## config.mk

```make
export PLATFORM = sky130hd
export DESIGN_NAME = tug_field
export DESIGN_NICKNAME = d
export VERILOG_FILES = /design/src/rtl/tug_pkg.sv /design/src/rtl/tug_key_edge.sv /design/src/rtl/tug_field.sv
export SDC_FILE = /design/constraint.sdc
export NUM_CORES = 1
export LEC_CHECK = 0
export BUFFER_PORTS_ARGS = -buffer_cell sky130_fd_sc_hd__buf_4
export CORE_UTILIZATION = 32
export CTS_BUF_LIST = sky130_fd_sc_hd__clkbuf_2
export CTS_CLUSTER_DIAMETER = 150
export DETAILED_ROUTE_END_ITERATION = 10
export PLACE_DENSITY = 0.53
export SYNTH_ARGS = -nofsm -noshare
export SYNTH_HDL_FRONTEND = slang
export SYNTH_SLANG_ARGS = --single-unit
```

## constraint.sdc

```tcl
create_clock -name clk -period 3 [get_ports clk]
set_clock_uncertainty 0.2 [all_clocks]
set_input_delay 0.15 -clock clk [delete_from_list [all_inputs] [get_ports clk]]
set_output_delay 0.15 -clock clk [all_outputs]
set_load 0.005 [all_outputs]
```

## src/rtl/tug_pkg.sv

```systemverilog
// Shared types and constants for the tug-of-war playfield.
package tug_pkg;

  typedef enum logic [1:0] {
    PLAY      = 2'd0,
    ROUND_END = 2'd1,
    GAME_END  = 2'd2
  } state_t;

  localparam logic [1:0] WIN_NONE  = 2'b00;
  localparam logic [1:0] WIN_LEFT  = 2'b01;
  localparam logic [1:0] WIN_RIGHT = 2'b10;

  localparam int unsigned LFSR_W     = 10;
  localparam logic [9:0]  LFSR_SEED  = 10'h1;
  localparam int unsigned LFSR_TAP_A = 9;
  localparam int unsigned LFSR_TAP_B = 6;

  // Fibonacci step, taps 10 and 7 (bit indices 9 and 6).
  function automatic logic [LFSR_W-1:0] lfsr_next(input logic [LFSR_W-1:0] cur);
    return {cur[LFSR_W-2:0], cur[LFSR_TAP_A] ^ cur[LFSR_TAP_B]};
  endfunction

endpackage

```

## src/rtl/tug_key_edge.sv

```systemverilog
// Rising-edge detector for one player key; the history register loads
// the live key every cycle, including during reset.
module tug_key_edge (
  input  logic clk,
  input  logic key,
  output logic press_c
);

  logic key_q;

  always_ff @(posedge clk) key_q <= key;

  assign press_c = key & ~key_q;

endmodule

```

## src/rtl/tug_field.sv

```systemverilog
// Tug-of-war light bar with per-player scoring and round/game sequencing.
// Define TUG_CPU_PLAYER_EN to replace the right player with an LFSR opponent.
module tug_field
  import tug_pkg::*;
#(
  parameter int unsigned NUM_LIGHTS = 9,
  parameter int unsigned SCORE_W    = 3,
  parameter int unsigned WIN_SCORE  = 7
) (
  input  logic                  clk,
  input  logic                  reset,
  input  logic                  l_key,
  input  logic                  r_key,
  input  logic                  restart,
  output logic [NUM_LIGHTS-1:0] lights,
  output logic [SCORE_W-1:0]    left_score,
  output logic [SCORE_W-1:0]    right_score,
  output logic [1:0]            winner,
  output logic                  round_over,
  output logic                  game_over
);

  localparam int unsigned POS_W  = $clog2(NUM_LIGHTS);
  localparam int unsigned CENTER = (NUM_LIGHTS - 1) / 2;
  localparam int unsigned LAST   = NUM_LIGHTS - 1;

  state_t             state_q, state_d;
  logic [POS_W-1:0]   pos_q, pos_d;
  logic               lit_d;
  logic [SCORE_W-1:0] left_d, right_d;
  logic [1:0]         winner_d;
  logic               round_over_d, game_over_d;
  logic               l_press, r_press;

  tug_key_edge u_l_edge (
    .clk     (clk),
    .key     (l_key),
    .press_c (l_press)
  );

`ifdef TUG_CPU_PLAYER_EN
  logic [LFSR_W-1:0] lfsr_q;
  logic              unused_r_key;

  assign unused_r_key = r_key;

  always_ff @(posedge clk) begin
    if (reset) lfsr_q <= LFSR_SEED;
    else       lfsr_q <= lfsr_next(lfsr_q);
  end

  assign r_press = (lfsr_q[3:0] == 4'h0) && (state_q == PLAY);
`else
  tug_key_edge u_r_edge (
    .clk     (clk),
    .key     (r_key),
    .press_c (r_press)
  );
`endif

  // Next-state and next-output logic.
  always_comb begin
    state_d      = state_q;
    pos_d        = pos_q;
    lit_d        = (state_q == PLAY);
    left_d       = left_score;
    right_d      = right_score;
    winner_d     = winner;
    round_over_d = round_over;
    game_over_d  = game_over;

    case (state_q)
      PLAY: begin
        if (l_press && !r_press) begin
          if (pos_q == POS_W'(LAST)) begin
            lit_d    = 1'b0;
            left_d   = left_score + SCORE_W'(1);
            winner_d = WIN_LEFT;
            if (left_d == SCORE_W'(WIN_SCORE)) begin
              state_d     = GAME_END;
              game_over_d = 1'b1;
            end else begin
              state_d      = ROUND_END;
              round_over_d = 1'b1;
            end
          end else begin
            pos_d = pos_q + POS_W'(1);
          end
        end else if (r_press && !l_press) begin
          if (pos_q == '0) begin
            lit_d    = 1'b0;
            right_d  = right_score + SCORE_W'(1);
            winner_d = WIN_RIGHT;
            if (right_d == SCORE_W'(WIN_SCORE)) begin
              state_d     = GAME_END;
              game_over_d = 1'b1;
            end else begin
              state_d      = ROUND_END;
              round_over_d = 1'b1;
            end
          end else begin
            pos_d = pos_q - POS_W'(1);
          end
        end
      end
      ROUND_END: begin
        if (restart) begin
          state_d      = PLAY;
          pos_d        = POS_W'(CENTER);
          lit_d        = 1'b1;
          round_over_d = 1'b0;
        end
      end
      GAME_END: begin
        lit_d = 1'b0;
      end
      default: begin
        state_d = PLAY;
        pos_d   = POS_W'(CENTER);
        lit_d   = 1'b1;
      end
    endcase
  end

  // State and output registers; the bar is decoded to one-hot here.
  always_ff @(posedge clk) begin
    if (reset) begin
      state_q     <= PLAY;
      pos_q       <= POS_W'(CENTER);
      lights      <= NUM_LIGHTS'(1) << CENTER;
      left_score  <= '0;
      right_score <= '0;
      winner      <= WIN_NONE;
      round_over  <= 1'b0;
      game_over   <= 1'b0;
    end else begin
      state_q     <= state_d;
      pos_q       <= pos_d;
      lights      <= lit_d ? (NUM_LIGHTS'(1) << pos_d) : '0;
      left_score  <= left_d;
      right_score <= right_d;
      winner      <= winner_d;
      round_over  <= round_over_d;
      game_over   <= game_over_d;
    end
  end

endmodule

```

# Word level (Yosys, flattened, before mapping)
# Index checks and enable logic that the tools add are counted.
# word_totals
regBits,27
out_inout_bits,19
# op_classes
eq_ne,13
n_addsub,4
bitwise_logic,7
n_mux,39
shifts,1
reduce_logical,17
# op_table
op,count
$mux 2,11
$mux 4,5
$mux 1,18
$pmux 4 s3,1
$shl 1x4->9 const A,1
$reduce_and 4->1,2
$reduce_bool 2->1,4
$reduce_and 7->1,1
$add 3x1->3 const B,2
$eq 3x3->1 const B,2
$ne 3x1->1 const B,2
$ne 3x3->1 const B,2
$pmux 2 s3,1
$reduce_and 6->1,1
$mux 5,1
$not 1->1,5
$reduce_and 5->1,1
$add 4x1->4 const B,1
$eq 4x4->1 const B,1
$logic_not 4->1,1
$ne 2x1->1 const B,2
$sub 4x1->4 const B,1
$ne 3x2->1 const B,1
$pmux 1 s3,1
10 further kinds,13

# Longest topological paths before layout
# Gate-level depths: netlist of the first run.
# logic_depth
ltp_word,9
ltp_mapped,9
ltp_nobuf,8

# Modules after synthesis
# A second synthesis of the first run with hierarchy kept.
# hier_totals
cells_unflattened,147
area_unflattened_um2,1393.8
# modules_own_cells
module,cells_per_inst,n_inst,seq_area_each_um2,area_per_inst_um2
tug_field,143,1,500.5,1326.3
tug_key_edge,2,2,20.0,33.8

# Least setup slack after synthesis of the first run
# Ideal clock, no wire load.
# synth_timing
path_kind,reg2reg
startpoint,register pos_q[0]
endpoint,register lights[4]
synth_period_minus_slack_ps,2199
path_slack_ps,801
path_stages_with_launch,8
arrival_ps,1883
cell_sequence,dfxtp_1 > inv_1 > ha_1 > or3b_4 > a32oi_2 > mux2i_2 > inv_2 > a31o_1
# synth_via
elab_chain_len,7
# synth_lines
element,line_no,rtl
from (decl),tug_field.sv:28,"logic [POS_W-1:0] pos_q, pos_d;"
from (signal assigned),tug_field.sv:129,pos_q <= POS_W'(CENTER);
from (signal assigned),tug_field.sv:138,pos_q <= pos_d;
$sub 4x1->4 / $logic_not 4->1 (equally long branches),"tug_field.sv:102, tug_field.sv:90",
$mux 4,tug_field.sv:90,if (pos_q == '0) begin
$mux 4,tug_field.sv:89,end else if (r_press && !l_press) begin
$mux 4,tug_field.sv:74,if (l_press && !r_press) begin
$pmux 4 s3,tug_field.sv:72,case (state_q)
$shl 1x4->9,tug_field.sv:139,lights <= lit_d ? (NUM_LIGHTS'(1) << pos_d) : '0;
$mux 5 *,tug_field.sv:139,
to (signal assigned),tug_field.sv:130,lights <= NUM_LIGHTS'(1) << CENTER;
to (signal assigned),tug_field.sv:139,
to (decl),tug_field.sv:15,"output logic [NUM_LIGHTS-1:0] lights,"
# Mark *: on every way between the ends. The rest lies on a longest branch, timed or not.
# A chain may end at the register's enable or synchronous reset.

# Worst setup path in the final report of the first run
# layout_timing
startpoint,input r_key
endpoint,register round_over
# layout_via
elab_chain_len,5
# layout_lines
element,line_no,rtl
from (decl),tug_field.sv:13,"input logic r_key,"
$and 1x1->1 *,tug_key_edge.sv:13,assign press_c = key & ~key_q;
$logic_not 1->1,tug_field.sv:74,
$logic_and 1x1->1,tug_field.sv:74,
$ne 3x3->1 (no source line) (tied with other cells),n/a,
$reduce_and 7->1 (no source line) / $pmux 1 s2 (equally long branches),n/a,
to (signal assigned),tug_field.sv:143,round_over <= round_over_d;
to (decl),tug_field.sv:19,"output logic round_over,"
# Marked as above.

==> impl_metrics.py, run 1 <==
metrics = {
    "run_status": {
        "status": "finished, final reports clean",
    },
    "detailed_routing": {
        "drtAntennaViolNets": 0,
        "vias": 1083,
        "drt_iter0_drc": 11,
        "vias_per_cell": 4.88,
        "wl_per_cell_um": 12.6,
        "wirelength_um": 2800,
        "dr.pass1.iters": 4,
        "drc": 0,
    },
    "die": {
        "initial_utilization": 0.344,
        "coreArea_um2": 4120,
        "num_io_pins": 24,
        "die_x_um": 68.6,
        "rows": 23,
        "die_area_um2": 4700,
        "die_h_um": 68.6,
    },
    "clocking": {
        "clk_latency_ns": 0.36,
        "clock-sinks": 27,
        "cts_tree": "done",
        "htree_levels": 1,
        "numCtsBuffers": 3,
        "cts_root_buffer": "clkbuf_2",
        "clk_path_buf_depth": 2,
        "clkTransAtPathRegs_ns": 0.26,
    },
    "critical_path": {
        "worst-endpoint-required_ns": 3.13,
        "r2r-start": "u_r_edge.key_q$_DFF_P_",
        "worstPathArrival_ns": 2.84,
        "worstSetupStartpointType": "input port",
        "startpoint": "r_key",
        "crit_fanout": 7,
        "worst_setup_path_end_kind": "flip-flop",
        "path_class": "in -> reg",
    },
    "power_and_ir_drop": {
        "p_per_area_nw_per_um2": 425,
        "ir_drop_uv": 122,
        "power.total_mw": 0.717,
        "power.leakage_nw": 0.667,
    },
    "placement": {
        "globalplace.congestion": 0.783,
        "placed_cell_area_um2": 1600,
        "io_buffers": 23,
        "hpwlAfterDp_um": 2080,
    },
    "synth": {
        "ys_warn_count": 0,
        "ys_seq_elements": 27,
        "syn_avg_cell_area_um2": 9.64,
        "synth-async-reset-ratio": 0,
        "syn_inst": 147,
        "syn_nets": 160,
        "synthFlopType": "dfxtp_1",
        "synth_cell_types": 47,
        "ys_seq_area_frac": 0.381,
        "syn_area_um2": 1420,
        "synth-edff-count": 0,
    },
    "sta": {
        "rsz0062_at_grt": "false",
        "min_period_ns": 2.71,
        "setup_viol": 0,
        "fin_tns_setup_ns": 0,
        "max_freq_ghz": 0.369,
        "tightest_slew_ns": 0.540,
        "finalCritPeriodShare": 0.903,
        "hold_viol_final": 0,
        "hold_slack_ns": 0.214,
        "drv_slew": 0,
        "relSlewSlack": 0.638,
    },
    "finish": {
        "design_area_um2": 1690,
        "final_layout_size_suffix_gt1_frac": 0.262,
        "final_nets": 186,
        "areaGrowthSynthToFinish_pct": 19.1,
        "num-fill-cells": 414,
        "finish.utilization": 0.410,
        "diodes": 0,
        "multi_input_area_um2": 802,
        "seqCellArea_um2": 541,
    },
    "grt": {
        "grt_max_degree": 19,
        "grt_pass1_wl_um": 4950,
        "grt.total_usage": 0.141,
        "antenna_found_initial": 0,
        "grt_pass1_vias": 1053,
        "grt-ovfl-total": 0,
    },
    "worst_hold_path": {
        "hold_start": "r_key",
        "hp-class": "in -> reg",
    },
    "job": {
        "cap_viol_max_count": 0,
    },
}
==> what timing repair did <==
action / 4_1_cts / 5_1_grt
hold buffers: 5 / 0
setup buffers: 0 / 0
gates resized for setup: 0 / 3
setup endpoints to repair: 0 / 1
hold endpoints to repair: 19 / 0
==> per-stage QoR <==
stage               setup slack (ns)  cells
floorplan                      0.801    147
global placement               0.561    213
detailed placement             0.457    213
CTS                            0.124    222
global route                   0.111    222
finish                         0.292    222
==> where the power goes <==
part	internal [mW]	switching, mW	leakage (nW)
Clock	0.0309	0.113	0.0126
Sequential	0.380	0.0250	0.220
Combinational	0.0855	0.0820	0.435
Total	0.497	0.220	0.667
==> critical path: stages <==
cell and delay, ns:
dlygate4sd3_1 0.53, buf_4 0.10, nor2b_1 0.17, ha_1 0.32, and4bb_1 0.27, a2bb2oi_2 0.20
nor4b_1 0.25, nor2_1 0.06, a311oi_1 0.21, dlygate4sd3_1 0.58
==> placed cells by master (no fill, tap or decap), drive strengths merged <==
cell	count
dfxtp	27
buf	23
nor2	15
inv	10
ha	8
nor3	7
a21oi	7
nor3b	7
nand2	5
xnor2	5
dlygate4sd3	5
mux2i	5
nor2b	4
o21ai	3
xor2	3
and3	3
clkbuf	3
nor4b	3
a211oi	3
nand2b	2
nand3	2
nand3b	2
nand4b	2
a311oi	2
or3b	2
or2	1
nor4bb	1
o211ai	1
a21bo	1
or3	1
and4bb	1
a2bb2oi	1
a32oi	1
a31oi	1
or2b	1
and2	1
a31o	1
o32ai	1
clkinvlp	1
==> Yosys cell counts, types with 3 or more instances <==
library cell / instances / area, um^2
nor2_1: 15 / 56.3
dfxtp_1: 27 / 541
nor3b_1: 4 / 30.0
a21oi_1: 5 / 25.0
xnor2_1: 5 / 43.8
nor3_1: 5 / 25.0
nor3b_2: 3 / 37.5
o21ai_0: 3 / 15.0
mux2i_1: 4 / 40.0
and3_1: 3 / 18.8
ha_1: 8 / 100
nand2_1: 5 / 18.8
buf_6: 3 / 33.8
xor2_1: 3 / 26.3
nor2b_1: 4 / 25.0
inv_1: 9 / 33.8
==> cell type report <==
cell class / instances / share of cell area
Multi-Input combinational cell: 103 / 0.475
Sequential cell: 27 / 0.320
Timing Repair Buffer: 28 / 0.132
Tap cell: 50 / 0.0371
Inverter: 10 / 0.0222
Clock buffer: 3 / 0.00890
Clock inverter: 1 / 0.00445
==> final timing paths <==
path | endpoint | slack, ns | cells past startpoint
max | round_over$_SDFFE_PP0P_ | 0.29 | 10
min | u_r_edge.key_q$_DFF_P_ | 0.21 | 2
max reg2reg | round_over$_SDFFE_PP0P_ | 0.36 | 8
min reg2reg | game_over$_SDFFE_PP0P_ | 0.32 | 2
==> per-layer routing <==
metal  global-route usage  part of all wire
met3               0.0197             0.022
met2                0.229              0.48
met5                    0                 0
met1                0.187              0.48
met4               0.0547             0.013
==> logic make-up after synthesis <==
family	share of synthesized area
adders and majority gates	0.0706
AOI/OAI and AO/OA	0.124
xor gates and xnor gates	0.0494
DFF	0.381
and+or+nand+nor	0.274
muxes	0.0380
buffers and inverters	0.0627
==> flip-flops by register name (all words and copies together), names as in the netlist, 2 cells and up <==
signal / cells
pos_q: 4
left_score: 3
winner: 2
right_score: 3
lights: 9
state_q: 2
Power figures use the tool's default switching activity.
==> inputs of run 2 (changes only) <==
- CTS_BUF_LIST: sky130_fd_sc_hd__clkbuf_2 -> sky130_fd_sc_hd__clkbuf_8
==> impl_metrics.py, run 2 (synthesis results as in run 1) <==
metrics = {
    "grt": {
        "grt_busiest_layer": "met2",
        "grt_max_degree": 19,
        "grt_pass1_vias": 1060,
        "grt.total_usage": 0.140,
        "use_met2": 0.234,
        "met3_usage": 0.0197,
        "use_met1": 0.187,
        "grt-ovfl-total": 0,
        "antenna_found_initial": 0,
        "grt_pass1_wl_um": 4980,
    },
    "finish": {
        "num-fill-cells": 411,
        "diodes": 0,
        "final_cell_mix": "dfxtp_1, buf_4, nor2_1",
        "largest_registers": "lights x9, pos_q x4",
        "final_nets": 185,
        "final_common_cell": "dfxtp_1",
        "largest_register": "lights",
        "areaGrowthSynthToFinish_pct": 19.6,
        "final_layout_size_suffix_gt1_frac": 0.251,
        "largest_reg_flops": 9,
    },
    "die": {
        "die_area_um2": 4700,
        "num_io_pins": 24,
        "die_h_um": 68.6,
        "initial_utilization": 0.344,
        "coreArea_um2": 4120,
        "die_x_um": 68.6,
        "rows": 23,
    },
    "clocking": {
        "clkTransAtPathRegs_ns": 0.10,
        "numCtsBuffers": 3,
        "clk_path_buf_depth": 2,
        "cts_root_buffer": "clkbuf_8",
        "clock-sinks": 27,
        "cts_tree": "done",
        "clk_latency_ns": 0.27,
        "htree_levels": 1,
    },
    "detailed_routing": {
        "drt_iter0_drc": 24,
        "dr.pass1.iters": 4,
        "wl_per_cell_um": 12.9,
        "drtAntennaViolNets": 0,
        "wirelength_um": 2860,
        "drc": 0,
        "vias": 1099,
        "vias_per_cell": 4.97,
    },
    "sta": {
        "hold_slack_ns": 0.292,
        "tightest_slew_ns": 0.570,
        "relSlewSlack": 0.620,
        "max_freq_ghz": 0.373,
        "finalCritPeriodShare": 0.894,
        "setup_viol": 0,
        "hold_viol_final": 0,
        "rsz0062_at_grt": "false",
        "fin_tns_setup_ns": 0,
        "min_period_ns": 2.68,
        "drv_slew": 0,
    },
    "critical_path": {
        "worst_setup_path_end_kind": "flip-flop",
        "timing.reg2reg.setup_slack_ns": 0.53,
        "crit_fanout": 13,
        "r2r-start": "u_r_edge.key_q$_DFF_P_",
        "r2r-end": "lights[6]$_SDFF_PP0_",
        "worstSetupStartpointType": "input port",
        "worst-endpoint-required_ns": 3.00,
        "worstPathArrival_ns": 2.68,
        "path_class": "in -> reg",
        "r2r_cells": 8,
    },
    "power_and_ir_drop": {
        "p_per_area_nw_per_um2": 459,
        "power.leakage_nw": 0.670,
        "power.total_mw": 0.779,
        "ir_drop_uv": 144,
    },
    "placement": {
        "hpwlAfterDp_um": 2080,
        "io_buffers": 23,
        "globalplace.congestion": 0.783,
    },
    "worst_hold_path": {
        "hp-class": "reg -> reg",
        "holdPathEnd": "game_over$_SDFFE_PP0P_",
        "hold_start": "game_over$_SDFFE_PP0P_",
        "hold_path_depth": 2,
    },
    "job": {
        "cap_viol_max_count": 0,
    },
    "run_status": {
        "status": "finished, final reports clean",
    },
}
## run 2: changes by cell type in the layout (fill, tap and decap cells not counted), sizes merged
cell,before,now
dlygate4sd3,5,4
## run 2: worst max path at each step
| stage | start | to | slack (ns) | depth (start not counted) |
|---|---|---|---|---|
| 2_1_floorplan | pos_q[0]$_SDFF_PP0_ | lights[4]$_SDFF_PP1_ | 0.80 | 7 |
| 3_3_place_gp | pos_q[0]$_SDFF_PP0_ | lights[3]$_SDFF_PP0_ | 0.56 | 7 |
| 3_5_place_dp | u_l_edge.key_q$_DFF_P_ | lights[6]$_SDFF_PP0_ | 0.46 | 8 |
| 4_1_cts | r_key | lights[6]$_SDFF_PP0_ | 0.21 | 10 |
| 5_1_grt | r_key | lights[6]$_SDFF_PP0_ | 0.1 | 10 |
| 6_report | r_key | lights[6]$_SDFF_PP0_ | 0.32 | 10 |
## run 2: area by class of cell
cell class / instances / area [um^2] / area share
multi-input combinational: 103 / 793 / 0.468
sequential: 27 / 541 / 0.319
timing repair buffer: 27 / 213 / 0.125
tap: 50 / 62.6 / 0.0369
clock buffer: 3 / 41.3 / 0.0244
inverter: 10 / 37.5 / 0.0221
clock inverter: 1 / 7.51 / 0.00443
## run 2: through the flow
stage | area [um^2] | setup WS (ns) | instances | utilization
floorplan | 1420 | 0.801 | 147 | -
global placement | 1600 | 0.561 | 213 | 0.389
detailed placement | 1600 | 0.457 | 213 | 0.389
CTS | 1690 | 0.208 | 221 | 0.411
global route | 1700 | 0.0965 | 221 | 0.412
finish | 1700 | 0.319 | 221 | 0.412
## run 2: power breakdown
group	leakage (nW)	internal [mW]	switching [mW]
Sequential	0.220	0.379	0.0257
Combinational	0.429	0.0817	0.0813
Clock	0.0217	0.0942	0.117
## run 2: worst max-delay path, stage by stage
cell and delay (ns):
dlygate4sd3_1 0.53, buf_4 0.10, nor2b_1 0.17, inv_1 0.07
ha_1 0.35, or3_1 0.39, a2bb2oi_1 0.19, a21oi_1 0.23
nor3b_2 0.27, nor3b_2 0.22
## run 2: timing repair
action                                 in CTS  in global routing
setup endpoints to repair                   0                  7
hold buffers                                4                  0
gates resized for setup                     0                  1
endpoints found under the hold margin       6                  0
setup buffers                               0                  0
## run 2: metal layers
layer / part of all wire / vias to the layer above
met2: 0.48 / 20
met4: 0.0067 / 0
met5: 0 / -
met3: 0.027 / 2
li1: - / 562
met1: 0.48 / 515
==> inputs of run 3 (changes only) <==
- CORE_MARGIN: unset -> 2
==> impl_metrics.py, run 3 (synthesis results as in run 1) <==
metrics = {
    "die": {
        "die_h_um": 70.6,
        "die_area_um2": 4980,
        "coreArea_um2": 4320,
        "die_x_um": 70.6,
        "num_io_pins": 24,
        "initial_utilization": 0.328,
        "rows": 24,
    },
    "critical_path": {
        "critPathTopFamily": "simple AND/OR/NAND/NOR gates",
        "path_class": "in -> reg",
        "max_stage_delay_ns": 0.53,
        "slowest_stage": "dlygate4sd3_1",
        "worst-endpoint-required_ns": 2.98,
        "cp.depth": 9,
        "crit_fanout": 13,
        "worstPathArrival_ns": 2.65,
        "crit_chain": "dlygate4sd3_1 > buf_4 > nor2b_1 > inv_1 > ha_1 > nor3b_2 > a311oi_1 > nand3b_1 > nor3b_1",
        "r2r_cells": 7,
        "worst-path-buf-inv": 3,
        "worst_setup_path_end_kind": "flip-flop",
        "worstSetupStartpointType": "input port",
    },
    "finish": {
        "largest_reg_flops": 9,
        "largest_register": "lights",
        "final_nets": 185,
        "final_cell_mix": "dfxtp_1, buf_4, nor2_1",
        "final_common_cell": "dfxtp_1",
        "largest_registers": "lights x9, pos_q x4",
        "areaGrowthSynthToFinish_pct": 19.8,
        "diodes": 0,
        "final_layout_size_suffix_gt1_frac": 0.251,
    },
    "job": {
        "cap_viol_max_count": 0,
    },
    "clocking": {
        "cts_root_buffer": "clkbuf_8",
        "clk_latency_ns": 0.27,
        "clk_path_buf_depth": 2,
        "cts_tree": "done",
        "clkTransAtPathRegs_ns": 0.09,
        "numCtsBuffers": 3,
        "htree_levels": 1,
        "clock-sinks": 27,
    },
    "sta": {
        "relSlewSlack": 0.624,
        "drv_slew": 0,
        "min_period_ns": 2.66,
        "max_freq_ghz": 0.376,
        "finalCritPeriodShare": 0.887,
        "hold_viol_final": 0,
        "tightest_slew_ns": 0.562,
        "fin_tns_setup_ns": 0,
        "setup_viol": 0,
        "rsz0062_at_grt": "false",
    },
    "grt": {
        "grt_max_degree": 19,
        "grt-ovfl-total": 0,
        "antenna_found_initial": 0,
        "grt_pass1_wl_um": 4890,
        "grt_pass1_vias": 1037,
        "grt.total_usage": 0.119,
    },
    "detailed_routing": {
        "vias_per_cell": 4.82,
        "drtAntennaViolNets": 0,
        "vias": 1074,
        "dr.pass1.iters": 4,
        "wl_per_cell_um": 12.3,
        "wirelength_um": 2730,
        "drt_iter0_drc": 37,
        "drc": 0,
    },
    "placement": {
        "hpwlAfterDp_um": 2000,
        "io_buffers": 23,
        "globalplace.congestion": 0.798,
    },
    "run_status": {
        "status": "finished, final reports clean",
    },
    "power_and_ir_drop": {
        "power.total_mw": 0.774,
        "ir_drop_uv": 201,
        "power.leakage_nw": 0.670,
        "p_per_area_nw_per_um2": 456,
    },
    "worst_hold_path": {
        "hp-class": "reg -> reg",
        "hold_path_depth": 2,
    },
}
run 3: power by group:
group,switching (mW),total [mW],internal (mW)
sequential,0.0251,0.404,0.379
clock,0.114,0.208,0.0941
combinational,0.0811,0.163,0.0818
total,0.220,0.774,0.554
run 3: repair_timing:
item / in CTS / in global routing
hold endpoints to repair: 13 / 0
buffers inserted: 0 / 0
setup endpoints to repair: 0 / 2
resized for setup: 0 / 1
hold buffers: 4 / 0
run 3: area by class of cell:
type | count | area [um^2]
Sequential cell | 27 | 541
Timing Repair Buffer | 27 | 213
Clock inverter | 1 | 7.51
Tap cell | 52 | 65.1
Inverter | 10 | 37.5
Clock buffer | 3 | 41.3
Multi-Input combinational cell | 103 | 793
Fill cell | 448 | 2630
run 3: path summary, 6_finish.rpt:
path	from	slack [ns]	to
worst max-delay path	r_key	0.34	lights[0]$_SDFF_PP0_
worst min-delay path	game_over$_SDFFE_PP0P_	0.29	game_over$_SDFFE_PP0P_
worst max register to register	u_r_edge.key_q$_DFF_P_	0.56	lights[0]$_SDFF_PP0_
worst min register to register	game_over$_SDFFE_PP0P_	0.29	game_over$_SDFFE_PP0P_
run 3: per-layer routing:
metal	wire length (um)	GRT usage
met3	76	0.0171
met1	1340	0.169
met2	1300	0.190
met4	19	0.0314
met5	0	0
run 3: tightest hold or removal path, delay by kind of cell (launching register included):
family	cells	cell delay (ns)
AOI/OAI and AO/OA	1	0.04
DFF	1	0.34
and+or+nand+nor	1	0.08
run 3: through the flow:
| step | cells | hold WS [ns] | cell area, um^2 | utilization | setup WS (ns) |
|---|---|---|---|---|---|
| after global routing | 223 | 0.329 | 1700 | 0.393 | 0.0537 |
| after global placement | 215 | 0.0610 | 1600 | 0.371 | 0.563 |
| after CTS | 223 | 0.303 | 1690 | 0.391 | 0.274 |
| after floorplan | 147 | -0.0223 | 1420 | - | 0.801 |
| after detailed placement | 215 | 0.0627 | 1600 | 0.371 | 0.522 |
| final | 223 | 0.294 | 1700 | 0.393 | 0.338 |
